--- src/rtl/bus_pkg.sv ---
// Shared byte-bus definitions.
// bus_if and the bus endpoints both use these types.
package bus_pkg;
  localparam int BUS_DATA_W = 8;
  typedef logic [BUS_DATA_W-1:0] bus_byte_t;
endpackage

--- src/rtl/bus_rx_fifo_mem.sv ---
// DEPTH x 8 storage for bus_rx_fifo.
// One synchronous write port, one asynchronous read port, no reset.
module bus_rx_fifo_mem
  import bus_pkg::*;
#(
  parameter int DEPTH = 4,
  localparam int AW = $clog2(DEPTH)
) (
  input  logic          clk,
  input  logic          wr_en,
  input  logic [AW-1:0] wr_addr,
  input  bus_byte_t     wr_data,
  input  logic [AW-1:0] rd_addr,
  output bus_byte_t     rd_data
);

  bus_byte_t mem [DEPTH];

  always_ff @(posedge clk) begin
    if (wr_en) mem[wr_addr] <= wr_data;
  end

  // The head entry must be visible in the same cycle for fall-through output.
  assign rd_data = mem[rd_addr];

endmodule

--- src/rtl/bus_rx_fifo.sv ---
// Slave-side receiver for the valid/ready byte bus: small FIFO, FWFT output.
// Define BUS_RX_PROTO_CHECK_EN to add the sticky proto_err master-hold checker.
module bus_rx_fifo
  import bus_pkg::*;
#(
  parameter int DEPTH = 4,
  localparam int CW = $clog2(DEPTH + 1)
) (
  input  logic          clk,
  input  logic          rst_n,
  input  bus_byte_t     data,
  input  logic          valid,
  output logic          ready,
  output bus_byte_t     out_data,
  output logic          out_valid,
  input  logic          out_ready,
  output logic [CW-1:0] count
`ifdef BUS_RX_PROTO_CHECK_EN
  ,
  output logic          proto_err
`endif
);

  localparam int AW = $clog2(DEPTH);
  localparam logic [CW-1:0] FULL_COUNT = CW'(DEPTH);

  logic [AW-1:0] wr_ptr_reg;
  logic [AW-1:0] rd_ptr_reg;
  logic [CW-1:0] count_reg;
  logic          push;
  logic          pop;
  bus_byte_t     rd_data;

  // ready is decoded from registered occupancy only, never from valid.
  assign ready     = rst_n && (count_reg != FULL_COUNT);
  assign out_valid = (count_reg != '0);
  assign push      = valid && ready;
  assign pop       = out_valid && out_ready;
  assign out_data  = out_valid ? rd_data : '0;
  assign count     = count_reg;

  always_ff @(posedge clk or negedge rst_n) begin
    if (!rst_n) begin
      wr_ptr_reg <= '0;
      rd_ptr_reg <= '0;
      count_reg  <= '0;
    end else begin
      if (push) wr_ptr_reg <= wr_ptr_reg + 1'b1;
      if (pop)  rd_ptr_reg <= rd_ptr_reg + 1'b1;
      if (push && !pop)      count_reg <= count_reg + 1'b1;
      else if (pop && !push) count_reg <= count_reg - 1'b1;
    end
  end

  bus_rx_fifo_mem #(
    .DEPTH(DEPTH)
  ) u_mem (
    .clk     (clk),
    .wr_en   (push),
    .wr_addr (wr_ptr_reg),
    .wr_data (data),
    .rd_addr (rd_ptr_reg),
    .rd_data (rd_data)
  );

`ifdef BUS_RX_PROTO_CHECK_EN
  logic      held_reg;
  logic      proto_err_reg;
  bus_byte_t snap_reg;

  // Once the master is stalled it must keep valid high and data unchanged.
  always_ff @(posedge clk or negedge rst_n) begin
    if (!rst_n) begin
      held_reg      <= 1'b0;
      proto_err_reg <= 1'b0;
      snap_reg      <= '0;
    end else begin
      if (held_reg && (!valid || (data != snap_reg))) proto_err_reg <= 1'b1;
      if (push) begin
        held_reg <= 1'b0;
      end else if (valid && !held_reg) begin
        held_reg <= 1'b1;
        snap_reg <= data;
      end
    end
  end

  assign proto_err = proto_err_reg;
`endif

endmodule

--- config.mk ---
export PLATFORM = sky130hd
export DESIGN_NAME = bus_rx_fifo
export DESIGN_NICKNAME = d
export VERILOG_FILES = /design/src/rtl/bus_pkg.sv /design/src/rtl/bus_rx_fifo_mem.sv /design/src/rtl/bus_rx_fifo.sv
export SDC_FILE = /design/constraint.sdc
export NUM_CORES = 1
export LEC_CHECK = 0
export ABC_AREA = 1
export CAP_MARGIN = 20
export CORE_MARGIN = 2
export CORE_UTILIZATION = 45
export DETAILED_ROUTE_END_ITERATION = 12
export GPL_TIMING_DRIVEN = 1
export PLACE_DENSITY_LB_ADDON = 0.3
export SLEW_MARGIN = 20
export SYNTH_ARGS = -nofsm -noshare
export SYNTH_HDL_FRONTEND = slang
export SYNTH_SLANG_ARGS = --single-unit
--- constraint.sdc ---
create_clock -name clk -period 5.39 [get_ports clk]
set_input_delay 0.8085 -clock clk [delete_from_list [all_inputs] [get_ports clk]]
set_output_delay 0.8085 -clock clk [all_outputs]
set_load 0.02 [all_outputs]
==> results.cfg, run 1 <==
[timing]
fin_setup_tns_ns = 0
period_share_pct = 59.2
finalClockSkew_ns = 0.00403
setup-violations-final = 0
timing.slew.headroom_pct = 45.8
maxSlewViolCount = 0
rsz0062_at_grt = false
period_minus_slack_ns = 3.19
hold_slack_ns = 0.544
hold_viol = 0
tightest_slew_ns = 0.810
fmax_mhz = 313

[run]
maxCapViolCount = 0

[layout]
area.growth.synth_to_final_pct = 18.8
multiInputGateArea_um2 = 480
nNetsFinal = 228
layout_commonest_cell = nand2_1
fill_cells = 345
antennaDiodeCount = 0
layout-drive-gt1-share_pct = 5.21
regArea_mm2 = 0.00114
largest_register_ff_count = 32
layout_common_cells = 48 x nand2_1, 45 x inv_1, 32 x edfxtp_1

[synthesis]
ys_ff_latch = 39
ys_warn_count = 0
yosysSeqAreaShare_pct = 61.7
syn_area_mm2 = 0.00184
syn_nets = 201
synth_top_area_share_pct = 52.2
synth_top_area_cell = edfxtp_1
postSynthAreaPerCell_um2 = 10.1
async_flop_share_pct = 17.9
synth_enable_flop_cells = 32
synth_flop_cell = edfxtp_1
ys_types = 21
synthTopCellsByArea = edfxtp_1 52%, nand2_1 9.8%, dfrtp_1 9.5%
syn_inst = 183

[clocking]
clockBufferDepth = 2
cts_tree = done
holdBufCountCts = 0
clock_sinks = 39
h-tree-depth = 2
clock_latency_ns = 0.28
post_cts_resized = 0
root_buffer = clkbuf_8
post-cts-setup-buffers = 0
cts_buffers = 5
clkTransAtPathRegs_ns = 0.07

[power_and_ir_drop]
power.density_mw_per_mm2 = 521
p_leak_nw = 0.989
ir_worst_vdd_v = 0.000231

[routing]
vias = 1198
drc = 0
post_drt_wl_per_cell_um = 11.9
first_pass_iters = 4
viasPerCell = 4.59
antenna_left = 0
drt-total-wl_um = 3120
drt_iter0_drc = 45

[placement]
finalWeightedCongestion = 0.776
numPortBuffers = 24
hpwl_um = 2060

[outcome]
status = completed

[global_routing]
grt_max_degree = 20
grt_pass1_wl_um = 4920
grt_pass1_vias = 1092
grt_overflow_total = 0
antenna_found_initial = 0
track_usage_pct = 15.2

[floorplan]
die_area_mm2 = 0.00462
fp-row-count = 23
pin_count = 25
die_width_um = 68.0
die_h_um = 68.0
initial_core_util_pct = 46.4
core-area_mm2 = 0.00397

[critical_path]
endpoint_kind = output pin
rrSetupSlack_ns = 3.42
crit_type = input pin to output pin
startpoint_type = input pin
path_max_fanout = 11
arrival_ns = 2.38
required_ns = 4.58

[worst_hold_path]
hp-class = flop to flop
-- cell usage after synthesis, types with 2 or more instances --
library cell and n:
nor2_1 5, xnor2_1 2, nand2_1 48, dfrtp_1 7, nand4_1 3, ha_1 5, nand3_1 18, edfxtp_1 32
a21oi_1 7, inv_1 45
-- power by group --
part / internal [W] / total [W] / switching [W]
clock: 0.000103 / 0.000196 / 0.0000925
sequential: 0.000379 / 0.000446 / 0.0000666
combinational: 0.000215 / 0.000498 / 0.000283
-- cell type report --
cell class	count	share of cell area [%]
clock buffers	7	3.95
clock inverters	1	0.229
inverters	46	8.12
multi-input cells	94	22.0
flip-flops and latches	39	51.9
well taps	50	2.86
repair buffers	24	11.0
-- metal layers --
| layer | track usage, % | share of wire (%) |
|---|---|---|
| met3 | 3.29 | 3.9 |
| met2 | 25.8 | 51 |
| met1 | 17.8 | 44 |
| met4 | 8.25 | 1.6 |
| met5 | 0 | 0 |
-- stage by stage --
step                power [W]  instances  setup WS (ns)  cell area, um^2  util (%)
floorplan            0.000778        183           3.22             1840         -
global placement     0.000947        253           2.18             2100      52.8
detailed placement   0.000955        253           2.18             2100      52.8
CTS                   0.00115        261           2.18             2190      55.1
global route          0.00122        261           2.08             2190      55.1
finish                0.00114        261           2.20             2190      55.1
-- critical path: stages --
cell             delay [ns]
clkdlybuf4s50_1        0.73
a21boi_0               0.22
clkdlybuf4s50_1        0.62
-- worst paths after layout --
check	endpoint	start	cells past startpoint
max	ready	rst_n	3
min	count[2]	count[2]	2
max reg2reg	count[1]	count[1]	9
min reg2reg	count[2]	count[2]	2
max in group asynchronous	wr_ptr_reg[1]	rst_n	1
min in group asynchronous	count[0]	rst_n	1
-- cell families after synthesis --
logic type	after synthesis	share of synthesized area, %
AND/OR/NAND/NOR	76	17.6
buffers and inverters	50	12.2
flip-flops	39	61.7
AO/OA/AOI/OAI	10	3.06
adder cells (fa/ha/maj)	6	4.48
XOR/XNOR	2	0.951
No activity file was read; power rests on OpenSTA's default activity.
==> run 2: changes to the inputs <==
clock period = 3 ns   (was 5.39 ns; I/O delays follow)
==> run 2 against run 1 <==
Non-clock buffer count rose by 6. Die area did not move. Worst setup slack got worse by 1.8 ns. Final cell count rose by 2.3%.
==> results.cfg, run 2 (synthesis results as in run 1) <==
[timing]
period_share_pct = 86.1
finalClockSkew_ns = 0.00336
maxSlewViolCount = 0
period_minus_slack_ns = 2.58
timing.slew.headroom_pct = 70.9
rsz0062_at_grt = false
fin_setup_tns_ns = 0
fmax_mhz = 387
hold_slack_ns = 0.374
setup-violations-final = 0
hold_viol = 0
tightest_slew_ns = 0.437

[floorplan]
initial_core_util_pct = 46.4
core-area_mm2 = 0.00397
fp-row-count = 23
die_area_mm2 = 0.00462
pin_count = 25
die_width_um = 68.0
die_h_um = 68.0

[layout]
largest_register_ff_count = 32
antennaDiodeCount = 0
layout-drive-gt1-share_pct = 7.83
nNetsFinal = 234
layout_common_cells = 48 x nand2_1, 45 x inv_1, 32 x edfxtp_1
layout_commonest_cell = nand2_1
area.growth.synth_to_final_pct = 23.5
fill_cells = 344
multiInputGateArea_um2 = 480
regArea_mm2 = 0.00114
design_area_mm2 = 0.00227
finalNonFillerCells = 267

[global_routing]
grt_pass1_vias = 1123
grt_max_degree = 18
antenna_found_initial = 0
track_usage_pct = 16.6
grt_pass1_wl_um = 5300
grt_overflow_total = 0

[placement]
placed_cells = 259
hpwl_um = 2170
placed_area_mm2 = 0.00214
numPortBuffers = 24
finalWeightedCongestion = 0.761

[clocking]
cts_tree = done
cts_buffers = 5
clkTransAtPathRegs_ns = 0.07
clockBufferDepth = 2
h-tree-depth = 2
holdBufCountCts = 0
clock_latency_ns = 0.29
post_cts_resized = 0
clock_sinks = 39
post-cts-setup-buffers = 0
root_buffer = clkbuf_8

[routing]
drt_iter0_drc = 62
viasPerCell = 4.60
first_pass_iters = 4
antenna_left = 0
drt-total-wl_um = 3230
vias = 1228
drc = 0
post_drt_wl_per_cell_um = 12.1

[critical_path]
crit_slowest_cell = clkdlybuf4s50_1
crit_type = flop to output pin
arrival_ns = 2.13
path_max_fanout = 11
path_cells = inv_1, nand3_1, a21oi_1, clkdlybuf4s50_1
endpoint_kind = output pin
slowest_delay_ns = 0.63
startpoint_type = flop
required_ns = 2.55

[power_and_ir_drop]
ir_worst_vdd_v = 0.000359
power.density_mw_per_mm2 = 979
p_leak_nw = 1.04

[worst_hold_path]
hp-class = input pin to async pin

[run]
maxCapViolCount = 0

[outcome]
status = completed
## run 2: per-layer routing
| layer | track usage, % | share of wire [%] |
|---|---|---|
| met5 | 0 | 0 |
| met4 | 8.25 | 2.1 |
| met3 | 5.10 | 6.4 |
| met2 | 27.4 | 49 |
| met1 | 19.6 | 42 |
## run 2: layout make-up
type | count | share of cell area [%]
clock buffers | 6 | 3.19
clock inverters | 2 | 2.64
flip-flops and latches | 39 | 49.9
repair buffers | 30 | 12.5
well taps | 50 | 2.75
multi-input cells | 94 | 21.1
inverters | 46 | 7.81
## run 2: worst paths after layout
path                          startpoint            end  slack (ns)  depth (start not counted)
min in group clk           wr_ptr_reg[1]  wr_ptr_reg[1]        0.55                          2
hold / removal                     rst_n  wr_ptr_reg[1]        0.37                          1
setup reg to reg                count[0]       count[1]        1.04                          9
max in group asynchronous          rst_n       count[0]        2.28                          2
setup / recovery           rd_ptr_reg[1]    out_data[3]        0.42                          4
hold reg to reg            wr_ptr_reg[1]  wr_ptr_reg[1]        0.55                          2
## run 2: power by group
| part | internal, W | total, W | switching [W] |
|---|---|---|---|
| sequential | 0.000680 | 0.000784 | 0.000103 |
| clock | 0.000332 | 0.000508 | 0.000176 |
| combinational | 0.000405 | 0.000935 | 0.000530 |
## run 2: worst max-delay path: cells and delay by family (launching register included)
| kind | cells | cell delay [ns] |
|---|---|---|
| buffers and inverters | 2 | 0.98 |
| flip-flops | 1 | 0.54 |
| AO/OA/AOI/OAI | 1 | 0.19 |
| AND/OR/NAND/NOR | 1 | 0.12 |
## run 2: metrics by stage
stage | power [W] | setup WS (ns) | util, %
final | 0.00223 | 0.416 | 57.3
after global routing | 0.00239 | 0.295 | 57.3
after CTS | 0.00225 | 0.422 | 57.3
after detailed placement | 0.00174 | 0.576 | 53.9
after global placement | 0.00172 | 0.639 | 53.9
after floorplan | 0.00140 | 1.03 | -
